### config.mk
export PLATFORM = sky130hd
export DESIGN_NAME = controller_poller
export DESIGN_NICKNAME = d
export VERILOG_FILES = /design/src/rtl/controller_poller.sv
export SDC_FILE = /design/constraint.sdc
export NUM_CORES = 1
export LEC_CHECK = 0
export CAP_MARGIN = 40
export CORE_ASPECT_RATIO = 0.5
export CORE_MARGIN = 5
export CORE_UTILIZATION = 48
export DETAILED_ROUTE_END_ITERATION = 16
export PLACE_DENSITY_LB_ADDON = 0.05
export SETUP_SLACK_MARGIN = 0.1
export SYNTH_ARGS = -nofsm -noshare
export SYNTH_HDL_FRONTEND = slang
export SYNTH_SLANG_ARGS = --single-unit
### constraint.sdc
create_clock -name clk_1 -period 2.2 [get_ports clk_1]
set_input_delay 0.22 -clock clk_1 [delete_from_list [all_inputs] [get_ports clk_1]]
set_output_delay 0.22 -clock clk_1 [all_outputs]
set_load 0.01 [all_outputs]
### src/rtl/controller_poller.sv
// Frame-synchronous scan sequencer for controller_interface_m plus a 4-register
// CPU read port exposing held buttons and sticky newly-pressed flags.
module controller_poller #(
    parameter int START_CYCLES  = 9,
    parameter int SETTLE_CYCLES = 8
) (
    input  logic       clk_1,
    input  logic       rst,
    input  logic       frame_tick,
    output logic       start,
    input  logic [7:0] controller_1_data,
    input  logic [7:0] controller_2_data,
    input  logic [1:0] cpu_addr,
    input  logic       cpu_read,
    output logic [7:0] cpu_data,
    output logic       busy
);

    localparam int MAX_CYCLES = (START_CYCLES > SETTLE_CYCLES) ? START_CYCLES : SETTLE_CYCLES;
    localparam int CNT_W      = (MAX_CYCLES > 1) ? $clog2(MAX_CYCLES) : 1;
    localparam logic [CNT_W-1:0] START_LOAD  = CNT_W'(START_CYCLES - 1);
    localparam logic [CNT_W-1:0] SETTLE_LOAD = CNT_W'(SETTLE_CYCLES - 1);

    typedef enum logic [1:0] {
        ST_IDLE   = 2'd0,
        ST_START  = 2'd1,
        ST_SETTLE = 2'd2,
        ST_SAMPLE = 2'd3
    } state_t;

    state_t           state_q, state_d;
    logic [CNT_W-1:0] counter_q, counter_d;
    logic             pending_q, pending_d;
    logic             start_q, start_d;
    logic             busy_q, busy_d;
    logic [7:0]       held_1_q, held_1_d;
    logic [7:0]       held_2_q, held_2_d;
    logic [7:0]       pressed_1_q, pressed_1_d;
    logic [7:0]       pressed_2_q, pressed_2_d;
    logic [7:0]       cpu_data_q, cpu_data_d;
    logic             sample_s;
    logic [7:0]       edges_1_s, edges_2_s;

    // State and datapath registers with synchronous reset.
    always_ff @(posedge clk_1) begin
        if (rst) begin
            state_q     <= ST_IDLE;
            counter_q   <= '0;
            pending_q   <= 1'b0;
            start_q     <= 1'b0;
            busy_q      <= 1'b0;
            held_1_q    <= 8'h00;
            held_2_q    <= 8'h00;
            pressed_1_q <= 8'h00;
            pressed_2_q <= 8'h00;
            cpu_data_q  <= 8'h00;
        end else begin
            state_q     <= state_d;
            counter_q   <= counter_d;
            pending_q   <= pending_d;
            start_q     <= start_d;
            busy_q      <= busy_d;
            held_1_q    <= held_1_d;
            held_2_q    <= held_2_d;
            pressed_1_q <= pressed_1_d;
            pressed_2_q <= pressed_2_d;
            cpu_data_q  <= cpu_data_d;
        end
    end

    // Next-state, window counter and 1-deep pending-tick logic.
    always_comb begin
        state_d   = state_q;
        counter_d = counter_q;
        pending_d = pending_q;
        case (state_q)
            ST_IDLE: begin
                if (frame_tick || pending_q) begin
                    state_d   = ST_START;
                    counter_d = START_LOAD;
                    pending_d = 1'b0;
                end else begin
                    state_d = ST_IDLE;
                end
            end
            ST_START: begin
                if (counter_q == '0) begin
                    state_d   = ST_SETTLE;
                    counter_d = SETTLE_LOAD;
                end else begin
                    counter_d = counter_q - CNT_W'(1);
                end
            end
            ST_SETTLE: begin
                if (counter_q == '0) begin
                    state_d = ST_SAMPLE;
                end else begin
                    counter_d = counter_q - CNT_W'(1);
                end
            end
            ST_SAMPLE: begin
                state_d = ST_IDLE;
            end
            default: begin
                state_d   = ST_IDLE;
                counter_d = '0;
            end
        endcase
        // Ticks arriving mid-scan, including on the sample cycle, queue one rescan.
        if ((state_q != ST_IDLE) && frame_tick) begin
            pending_d = 1'b1;
        end else begin
            pending_d = pending_d;
        end
    end

    // Registered FSM outputs derived from the upcoming state.
    always_comb begin
        start_d  = (state_d == ST_START);
        busy_d   = (state_d != ST_IDLE);
        sample_s = (state_q == ST_SAMPLE);
    end

    // Held/pressed capture and CPU read port with read-to-clear flags.
    always_comb begin
        edges_1_s   = controller_1_data & ~held_1_q;
        edges_2_s   = controller_2_data & ~held_2_q;
        held_1_d    = held_1_q;
        held_2_d    = held_2_q;
        pressed_1_d = pressed_1_q;
        pressed_2_d = pressed_2_q;
        cpu_data_d  = cpu_data_q;
        if (sample_s) begin
            held_1_d    = controller_1_data;
            held_2_d    = controller_2_data;
            pressed_1_d = pressed_1_q | edges_1_s;
            pressed_2_d = pressed_2_q | edges_2_s;
        end else begin
            held_1_d = held_1_q;
        end
        if (cpu_read) begin
            case (cpu_addr)
                2'd0: cpu_data_d = held_1_q;
                2'd1: cpu_data_d = held_2_q;
                2'd2: begin
                    cpu_data_d  = pressed_1_q;
                    // A clear racing a sample keeps only the edges seen in this sample.
                    pressed_1_d = sample_s ? edges_1_s : 8'h00;
                end
                2'd3: begin
                    cpu_data_d  = pressed_2_q;
                    pressed_2_d = sample_s ? edges_2_s : 8'h00;
                end
                default: cpu_data_d = cpu_data_q;
            endcase
        end else begin
            cpu_data_d = cpu_data_q;
        end
    end

    assign start    = start_q;
    assign busy     = busy_q;
    assign cpu_data = cpu_data_q;

endmodule
==> out/metrics.csv, run 1 <==
stage;metric;value;unit
clocking;clock_latency;0.29;ns
synth;async_flop_share;0;
clocking;path_clk_slew;0.08;ns
sta;tightest_slew;0.435;ns
sta;post-route-min-period;1.67;ns
floorplan;ios;32;
routing;vias;1628;
floorplan;initial_core_util;0.498;
sta;finalMaxSlewViolations;0;
synth;synth_ff_type;dfxtp_1;
final_layout;layout-drive-gt1-share;0.0850;
synth;synth_edf_count;0;
routing;initialDrtViolationCount;72;
floorplan;core;4400;sq um
synth;ys_top_cells_by_count;dfxtp_1, nor2_1, mux2i_1;
clocking;tritoncts;yes;
global_routing;grt_pass1_vias;1485;
global_routing;overflow;0;
routing;first_pass_iters;6;
min_path;min_path_type;in2reg;
final_layout;utilization;0.605;
critical_path;endpoint;counter_q[1]$_SDFFE_PP0P_;
final_layout;nets;274;
synth;ys_types;35;
floorplan;die_w;106;um
final_layout;area_delta_synth_final;21.4;%
critical_path;r2r_cells;5;
critical_path;critical_path_required;2.39;ns
floorplan;num_rows;17;
sta;rsz0062_at_grt;no;
critical_path;critPathCaptureType;flop;
routing;drt_wl_total;4.33;mm
clocking;cts_setup_buffers;0;
critical_path;rr_startpoint;counter_q[0]$_SDFFE_PP0P_;
critical_path;cp-start-kind;flop;
sta;setup-tns-final;0;ns
run_status;status;finished clean;
sta;setup_viol;0;
placement;place.gp.congestion;0.841;
critical_path;critPathKind;reg2reg;
routing;wl_per_cell;14.3;um
sta;finalCritPeriodShare;0.761;
synth;ys_ff_latch;49;
synth;synth_top_area_cell;dfxtp_1;
sta;slew_headroom;0.709;
pwr;leakagePower;0.977;nW
clocking;cts-root-buf;clkbuf_8;
global_routing;antenna_found_initial;0;
pwr;power-per-cell-area;655;nW/um^2
synth;synth_area_per_cell;10.2;sq um
routing;viasPerCell;5.36;
placement;dpl.hpwl;2.92;mm
synth;yosysSeqAreaShare;0.447;
global_routing;grt_max_degree;42;
final_layout;seqCellArea;981;sq um
critical_path;crit_fanout;5;
clocking;cts_resized;0;
synth;netlist_area;2190;sq um
synth;post-synth-top-count-cell;dfxtp_1;
critical_path;crit_path_start;counter_q[0]$_SDFFE_PP0P_;
clocking;cts_buffers;5;
clocking;h-tree-depth;2;
critical_path;rr_endpoint;counter_q[1]$_SDFFE_PP0P_;
run;cap_violations;0;
critical_path;cp.arrival;1.86;ns
clocking;clockBufferDepth;2;
final_layout;multi_input_area;1080;sq um
floorplan;die_h;57.8;um
synth;ys_top_cells_by_area;dfxtp_1, mux2i_1, nor2_1, mux4_1, a32oi_1;
final_layout;antenna_cells;0;
synth;synth_fp_nets;243;
routing;drc;0;
clocking;postCtsHoldBufs;0;
synth;synth.top_cell.area_share;0.447;
sta;hold_viol;0;
routing;ant_nets;0;
sta;skew;0.00757;ns
synth;yosys_warnings;0;
synth;synth_cells;215;
sta;max_freq;597;MHz
clocking;cts_sinks;49;
global_routing;grt_use_total;0.144;
pwr;peakVddDrop;0.000281;V
floorplan;die-area;6110;sq um
placement;portBuffers;31;
critical_path;ff2ff_setup_slack;0.53;ns
final_layout;fillerInstances;391;
global_routing;grt_pass1_wl;7.04;mm
==> worst max-delay path, stage by stage (launching register included) <==
cell	delay [ns]
dfxtp_1	0.33
inv_1	0.07
ha_1	0.25
nor3b_4	0.19
a221oi_2	0.35
mux2_2	0.37
==> how the worst min path moves through the flow <==
stage                               from                   endpoint  slack [ns]  cells past startpoint
2_1_floorplan       controller_1_data[0]   held_1_q[0]$_SDFFE_PP0P_        0.37                      2
3_5_place_dp   pressed_1_q[0]$_SDFF_PP0_  pressed_1_q[0]$_SDFF_PP0_        0.47                      2
6_report                             rst            busy$_SDFF_PP0_        0.24                      2
3_3_place_gp   pressed_2_q[3]$_SDFF_PP0_  pressed_2_q[3]$_SDFF_PP0_        0.45                      2
5_1_grt                              rst            busy$_SDFF_PP0_        0.24                      2
4_1_cts                              rst            busy$_SDFF_PP0_        0.23                      2
==> cell families (layout without fill, tap and decap cells) <==
family,after synthesis,in the layout,share of synthesized area
AO/OA/AOI/OAI,36,36,0.123
adder cells (fa/ha/maj),6,6,0.0342
buffers and inverters,31,63,0.0621
flip-flops,49,49,0.447
multiplexers,32,32,0.202
AND/OR/NAND/NOR,61,61,0.131
==> where the power goes <==
part / leakage [nW] / internal (mW) / switching, mW
clock network: 0.0574 / 0.370 / 0.290
logic: 0.524 / 0.0868 / 0.0878
registers: 0.396 / 0.899 / 0.0107
==> cells in the final DEF (no fill, tap or decap), types with 2 or more instances in the layout <==
master / instances
nor3_1: 2
nor2_1: 45
o22ai_1: 3
buf_4: 5
dfxtp_1: 49
o32ai_1: 2
nand2_1: 3
a32oi_1: 15
o21ai_0: 3
a21oi_1: 8
clkbuf_8: 6
mux2i_1: 23
mux4_1: 6
mux4_2: 2
inv_1: 19
clkdlybuf4s50_1: 30
ha_1: 6
==> state kept, by name, summed over array words and instances (netlist names) <==
register	count
busy	1
counter_q	4
cpu_data	8
held_1_q	8
held_2_q	8
pending_q	1
pressed_1_q	8
pressed_2_q	8
start	1
state_q	2
==> stage by stage <==
stage | area, sq um | setup slack, ns | hold slack, ns | total power, mW | instances
2_1_floorplan | 2190 | 0.638 | 0.367 | 1.03 | 215
3_3_place_gp | 2540 | 0.446 | 0.453 | 1.10 | 296
3_5_place_dp | 2540 | 0.415 | 0.466 | 1.10 | 296
4_1_cts | 2660 | 0.522 | 0.234 | 1.77 | 304
5_1_grt | 2660 | 0.427 | 0.235 | 1.83 | 304
6_report | 2660 | 0.526 | 0.241 | 1.74 | 304
==> cell type report <==
cell class / count / area share
Clock inverter: 2 / 0.0141
Inverter: 19 / 0.0268
Clock buffer: 6 / 0.0310
Multi-Input combinational cell: 135 / 0.404
Sequential cell: 49 / 0.368
Tap cell: 57 / 0.0268
Timing Repair Buffer: 36 / 0.129
==> per-layer routing <==
layer | wire (um) | part of all wire | global-route usage | up-vias
li1 | - | - | - | 832
met1 | 2090 | 0.48 | 0.183 | 774
met2 | 2040 | 0.47 | 0.239 | 20
met3 | 193 | 0.045 | 0.0501 | 2
met4 | 10 | 0.0023 | 0.0332 | 0
met5 | 0 | 0 | 0 | -
(Power assumes the default switching activity.)
==> run 2: changes to the inputs <==
clock period = 1.38 ns   (was 2.2 ns; I/O delays follow)
==> run 2 against run 1 <==
Against the previous run:
- first-iteration DRC count grew 18%
- critical path type unchanged
- worst hold slack lost 0.041 ns
- combinational power grew to 2.7 times the previous value
- clock skew shrank 0.0019 ns
- cell area grew 23%
- utilization grew 14 points
- largest power group unchanged
- register-to-register slack lost 0.61 ns
- the flow now finishes with violations (negative setup slack)
- die area is the same
==> out/metrics.csv, run 2 (synthesis results as in run 1) <==
stage;metric;value;unit;change
routing;first_pass_iters;4;;-2
sta;tightest_slew;0.418;ns;-0.0172 ns
critical_path;critPathBufInv;1;;unchanged
sta;setup_slack;-0.0858;ns;-0.612 ns
final_layout;fillerInstances;314;;-20%
floorplan;core;4400;sq um;unchanged
run_status;violations;negative setup slack;;
critical_path;rr_startpoint;counter_q[0]$_SDFFE_PP0P_;;
routing;ant_nets;0;;unchanged
clocking;cts_buffers;5;;unchanged
critical_path;ff2ff_setup_slack;-0.09;ns;-0.61 ns
critical_path;endpoint;counter_q[1]$_SDFFE_PP0P_;;
final_layout;nets;307;;+12%
global_routing;grt_pass1_vias;1766;;+19%
final_layout;final_cell_mix;dfxtp_1, nor2_1, buf_4, mux2i_1, clkdlybuf4s50_1;;
routing;viasPerCell;5.42;;+1.1%
run_status;status;finished, violations left;;
sta;holdWs;0.200;ns;-0.0408 ns
clocking;h-tree-depth;2;;unchanged
min_path;min_path_type;in2reg;;
global_routing;antenna_found_initial;0;;unchanged
sta;skew;0.00564;ns;-0.00193 ns
final_layout;area_delta_synth_final;48.9;%;
clocking;tritoncts;yes;;
critical_path;cp-start-kind;flop;;
clocking;clockBufferDepth;2;;unchanged
critical_path;crit_fanout;2;;-3
critical_path;critPathKind;reg2reg;;
pwr;peakVddDrop;0.000446;V;+58%
run;cap_violations;0;;unchanged
critical_path;crit_chain;inv_2, ha_4, nor3b_4, a221oi_4, mux2_4;;
floorplan;num_rows;17;;unchanged
sta;rsz0062_at_grt;yes;;
routing;drc;0;;unchanged
final_layout;layout-drive-gt1-share;0.332;;+0.247
placement;place.gp.congestion;0.864;;+2.7%
final_layout;instances_no_fill;337;;+11%
critical_path;r2r_cells;5;;unchanged
global_routing;grt_pass1_wl;8.25;mm;+17%
clocking;postCtsHoldBufs;0;;unchanged
floorplan;die_w;106;um;unchanged
placement;dpl.hpwl;3.44;mm;+18%
routing;initialDrtViolationCount;85;;+18%
clocking;path_clk_slew;0.08;ns;about the same
critical_path;cp_num_cells;5;;unchanged
floorplan;die_h;57.8;um;unchanged
routing;drt_wl_total;5.36;mm;+24%
pwr;power-per-cell-area;864;nW/um^2;+32%
final_layout;final_common_cell;dfxtp_1;;
critical_path;cp.arrival;1.65;ns;-0.21 ns
floorplan;die-area;6110;sq um;unchanged
sta;hold_viol;0;;unchanged
critical_path;critPathTopFamily;flip-flops;;
clocking;cts-root-buf;clkbuf_8;;
critical_path;rr_endpoint;counter_q[1]$_SDFFE_PP0P_;;
placement;portBuffers;31;;unchanged
floorplan;ios;32;;unchanged
sta;setup_viol;7;;+7
global_routing;grt_use_total;0.170;;+0.0260
global_routing;grt_max_degree;41;;-2.4%
sta;slew_headroom;0.721;;+0.0123
sta;finalMaxSlewViolations;0;;unchanged
critical_path;critPathCaptureType;flop;;
pwr;leakagePower;1.27;nW;+30%
sta;max_freq;682;MHz;+14%
routing;wl_per_cell;15.9;um;+12%
critical_path;crit_path_start;counter_q[0]$_SDFFE_PP0P_;;
placement;dp.cells;320;;+8.1%
sta;post-route-min-period;1.47;ns;-0.208 ns
clocking;clock_latency;0.29;ns;about the same
critical_path;critPathSlowestCell;dfxtp_2;;
floorplan;initial_core_util;0.498;;unchanged
sta;finalCritPeriodShare;1.06;;+0.301
routing;vias;1825;;+12%
final_layout;antenna_cells;0;;unchanged
critical_path;crit_path_max_incr_delay;0.34;ns;-0.03 ns
global_routing;overflow;0;;unchanged
critical_path;critical_path_required;1.57;ns;-0.82 ns
clocking;cts_sinks;49;;unchanged
run 2: changes by cell type in the layout (fill, tap and decap cells not counted), sizes merged:
| cell | delta |
|---|---|
| clkinvlp | -1 |
| clkbuf | +3 |
| clkinv | +1 |
| bufinv | -1 |
| dlygate4sd2 | +11 |
| buf | +31 |
| dlymetal6s2s | +1 |
| clkdlybuf4s50 | -12 |
run 2: layout make-up:
| type | instances | area, sq um | share of cell area |
|---|---|---|---|
| clock buffer | 7 | 96.3 | 0.0295 |
| clock inverter | 1 | 5.00 | 0.00153 |
| inverter | 19 | 76.3 | 0.0234 |
| multi-input combinational | 135 | 1340 | 0.409 |
| sequential | 49 | 991 | 0.303 |
| tap | 57 | 71.3 | 0.0218 |
| timing repair buffer | 69 | 689 | 0.211 |
run 2: worst min-delay path by stage:
| stage | endpoint | cells past startpoint | from | slack [ns] |
|---|---|---|---|---|
| floorplan | held_1_q[0]$_SDFFE_PP0P_ | 2 | controller_1_data[0] | 0.29 |
| global placement | pressed_1_q[5]$_SDFF_PP0_ | 2 | pressed_1_q[5]$_SDFF_PP0_ | 0.46 |
| detailed placement | pressed_2_q[2]$_SDFF_PP0_ | 2 | pressed_2_q[2]$_SDFF_PP0_ | 0.47 |
| CTS | busy$_SDFF_PP0_ | 2 | rst | 0.15 |
| global route | start$_SDFF_PP0_ | 2 | rst | 0.19 |
| finish | start$_SDFF_PP0_ | 2 | rst | 0.20 |
run 2: power breakdown:
| group | switching [mW] | leakage, nW | internal [mW] |
|---|---|---|---|
| clock | 0.446 | 0.0542 | 0.453 |
| sequential | 0.0187 | 0.398 | 1.43 |
| combinational | 0.219 | 0.816 | 0.252 |
| total | 0.684 | 1.27 | 2.14 |
run 2: layer usage:
layer,wire (um),GRT usage
met1,2480,0.217
met2,2610,0.284
met3,215,0.0467
met4,59,0.0517
met5,0,0
run 2: what timing repair did:
action                                  in CTS  in global routing
endpoints found under the setup margin      32                 30
cloned                                       1                  2
buffers inserted                             3                  3
resized for setup                           28                 35
pin swaps                                    4                 20
run 2: stage by stage:
stage / cell area (sq um) / util / worst slack, ns / setup TNS [ns] / power [mW]
global route: 3270 / 0.742 / -0.144 / -1.20 / 2.95
finish: 3270 / 0.742 / -0.0858 / -0.348 / 2.82
CTS: 3020 / 0.686 / -0.123 / -0.175 / 2.78
floorplan: 2250 / - / -0.0663 / -0.0663 / 1.66
global placement: 2810 / 0.638 / -0.246 / -4.58 / 1.84
detailed placement: 2810 / 0.638 / -0.292 / -4.96 / 1.85
==> run 3: changes to the inputs <==
DONT_BUFFER_PORTS = 1   (was unset)
REMOVE_ABC_BUFFERS = 1   (was unset)
==> run 3 against run 2 <==
Against the previous run:
- the flow still finishes with violations (negative setup slack)
- die area stayed put
- sequential share of layout area is 2.7 points higher
- worst hold slack worse by 0.19 ns
- fmax is 0.99% higher
==> out/metrics.csv, run 3 (synthesis results as in run 1) <==
stage;metric;value;unit;change
clocking;cts_buffers;5;;unchanged
final_layout;seqCellArea;986;sq um;-0.50%
placement;dpl.hpwl;3.02;mm;-12%
routing;first_pass_iters;4;;unchanged
clocking;path_clk_slew;0.10;ns;+0.02 ns
final_layout;fillerInstances;328;;+4.5%
critical_path;critical_path_required;1.61;ns;+0.04 ns
sta;tightest_slew;0.567;ns;+0.149 ns
placement;dp.cells;275;;-14%
sta;setup-tns-final;-0.248;ns;+0.100 ns
run;cap_violations;0;;unchanged
global_routing;grt_pass1_vias;1682;;-4.8%
final_layout;multi_input_area;1290;sq um;-3.5%
critical_path;crit_path_max_incr_delay;0.38;ns;+0.04 ns
routing;ant_nets;0;;unchanged
sta;finalMaxSlewViolations;0;;unchanged
final_layout;final_cell_mix;nor2_1, dfxtp_1, mux2i_1, dlygate4sd3_1, buf_4;;
routing;vias;1781;;-2.4%
global_routing;grt_pass1_wl;8.51;mm;+3.2%
sta;finalCritPeriodShare;1.05;;-0.0105
pwr;leakagePower;1.09;nW;-14%
run_status;violations;negative setup slack;;
final_layout;layout-drive-gt1-share;0.294;;-0.0380
run_status;status;finished, violations left;;
floorplan;initial_core_util;0.498;;unchanged
critical_path;critPathSlowestCell;or3b_4;;
critical_path;crit_chain;buf_6, ha_4, nor2_1, or3b_4, o22ai_1, o2bb2ai_1;;
sta;post-route-min-period;1.45;ns;-0.0144 ns
clocking;tritoncts;yes;;
pwr;power-per-cell-area;904;nW/um^2;+4.7%
sta;setup_slack;-0.0713;ns;+0.0144 ns
sta;hold_viol;0;;unchanged
critical_path;critPathKind;reg2reg;;
critical_path;crit_fanout;6;;+4
routing;viasPerCell;5.71;;+5.4%
routing;initialDrtViolationCount;108;;+27%
routing;drt_wl_total;5.44;mm;+1.5%
floorplan;die_w;106;um;unchanged
sta;slew_headroom;0.621;;-0.100
clocking;h-tree-depth;2;;unchanged
floorplan;die_h;57.8;um;unchanged
final_layout;stdcell_area;2980;sq um;-8.7%
placement;portBuffers;0;;-100%
sta;skew;0.0123;ns;+0.00664 ns
sta;setup_viol;6;;-1
final_layout;antenna_cells;0;;unchanged
global_routing;antenna_found_initial;0;;unchanged
critical_path;critPathCaptureType;flop;;
sta;max_freq;689;MHz;+0.99%
placement;place.gp.congestion;0.723;;-16%
placement;dpl-instance-area;2330;sq um;-17%
sta;rsz0062_at_grt;yes;;
critical_path;cp-start-kind;flop;;
global_routing;grt_max_degree;45;;+9.8%
floorplan;num_rows;17;;unchanged
final_layout;area_delta_synth_final;35.9;%;
routing;wl_per_cell;17.4;um;+9.6%
final_layout;instances_no_fill;312;;-7.4%
floorplan;ios;32;;unchanged
clocking;clock_latency;0.30;ns;about the same
global_routing;grt_use_total;0.178;;+0.00816
routing;drc;0;;unchanged
final_layout;nets;282;;-8.1%
clocking;clockBufferDepth;2;;unchanged
global_routing;overflow;0;;unchanged
min_path;min_path_type;in2reg;;
floorplan;core;4400;sq um;unchanged
floorplan;die-area;6110;sq um;unchanged
clocking;cts_sinks;49;;unchanged
clocking;cts-root-buf;clkbuf_8;;
pwr;peakVddDrop;0.000456;V;+2.4%
critical_path;cp.arrival;1.68;ns;+0.03 ns
[run 3: changes by cell type in the layout (fill, tap and decap cells not counted), moves of 3 or more]
cell / change
clkdlybuf4s50_1: -18
dlygate4sd3_1: +18
dlygate4sd2_1: -11
buf_6: -3
buf_4: -9
[run 3: repair_timing]
item                                    4_1_cts  5_1_grt
hold endpoints to repair                     44        1
endpoints found under the setup margin       15       40
pin swaps                                     4       14
setup buffers                                 2        6
cloned                                        2        0
hold buffers                                 18        1
gates resized for setup                      26       29
[run 3: area by class of cell]
type,instances,share of cell area
Inverter,19,0.0239
Multi-Input combinational cell,135,0.433
Clock inverter,3,0.00713
Sequential cell,49,0.331
Tap cell,57,0.0239
Timing Repair Buffer,44,0.158
Clock buffer,5,0.0231
[run 3: power by group]
part | internal, mW | leakage [nW] | switching [mW]
clock | 0.361 | 0.0445 | 0.501
combinational | 0.203 | 0.643 | 0.173
sequential | 1.43 | 0.398 | 0.0221
total | 2.00 | 1.09 | 0.697
[run 3: metrics by stage]
| step | utilization | total power [mW] | setup WS, ns | hold slack [ns] |
|---|---|---|---|---|
| floorplan | - | 1.61 | -0.309 | 0.207 |
| global placement | 0.528 | 1.68 | -0.125 | 0.219 |
| detailed placement | 0.528 | 1.69 | -0.180 | 0.223 |
| CTS | 0.635 | 2.64 | -0.0577 | 0.00142 |
| global route | 0.677 | 2.81 | -0.137 | 0.00938 |
| finish | 0.677 | 2.70 | -0.0713 | 0.0100 |
[run 3: layer usage]
metal | part of all wire | GRT usage
met3 | 0.047 | 0.0501
met5 | 0 | 0
met4 | 0.0053 | 0.0461
met1 | 0.45 | 0.226
met2 | 0.49 | 0.303
[run 3: final timing paths]
kind	from	endpoint	slack [ns]	cells after the start
max	state_q[1]$_SDFF_PP0_	counter_q[2]$_SDFFE_PP0P_	-0.07	6
min	controller_1_data[7]	pressed_1_q[7]$_SDFF_PP0_	0.01	2
max reg2reg	state_q[1]$_SDFF_PP0_	counter_q[2]$_SDFFE_PP0P_	-0.07	6
min reg2reg	pressed_1_q[2]$_SDFF_PP0_	pressed_1_q[2]$_SDFF_PP0_	0.48	2
[run 3: critical path: cells and delay by family, from the launching register on]
kind                       cells  cell delay (ns)
AOI/OAI and AO/OA              2             0.27
adders and majority gates      1             0.20
and+or+nand+nor                2             0.45
DFF                            1             0.36
buffers and inverters          1             0.11
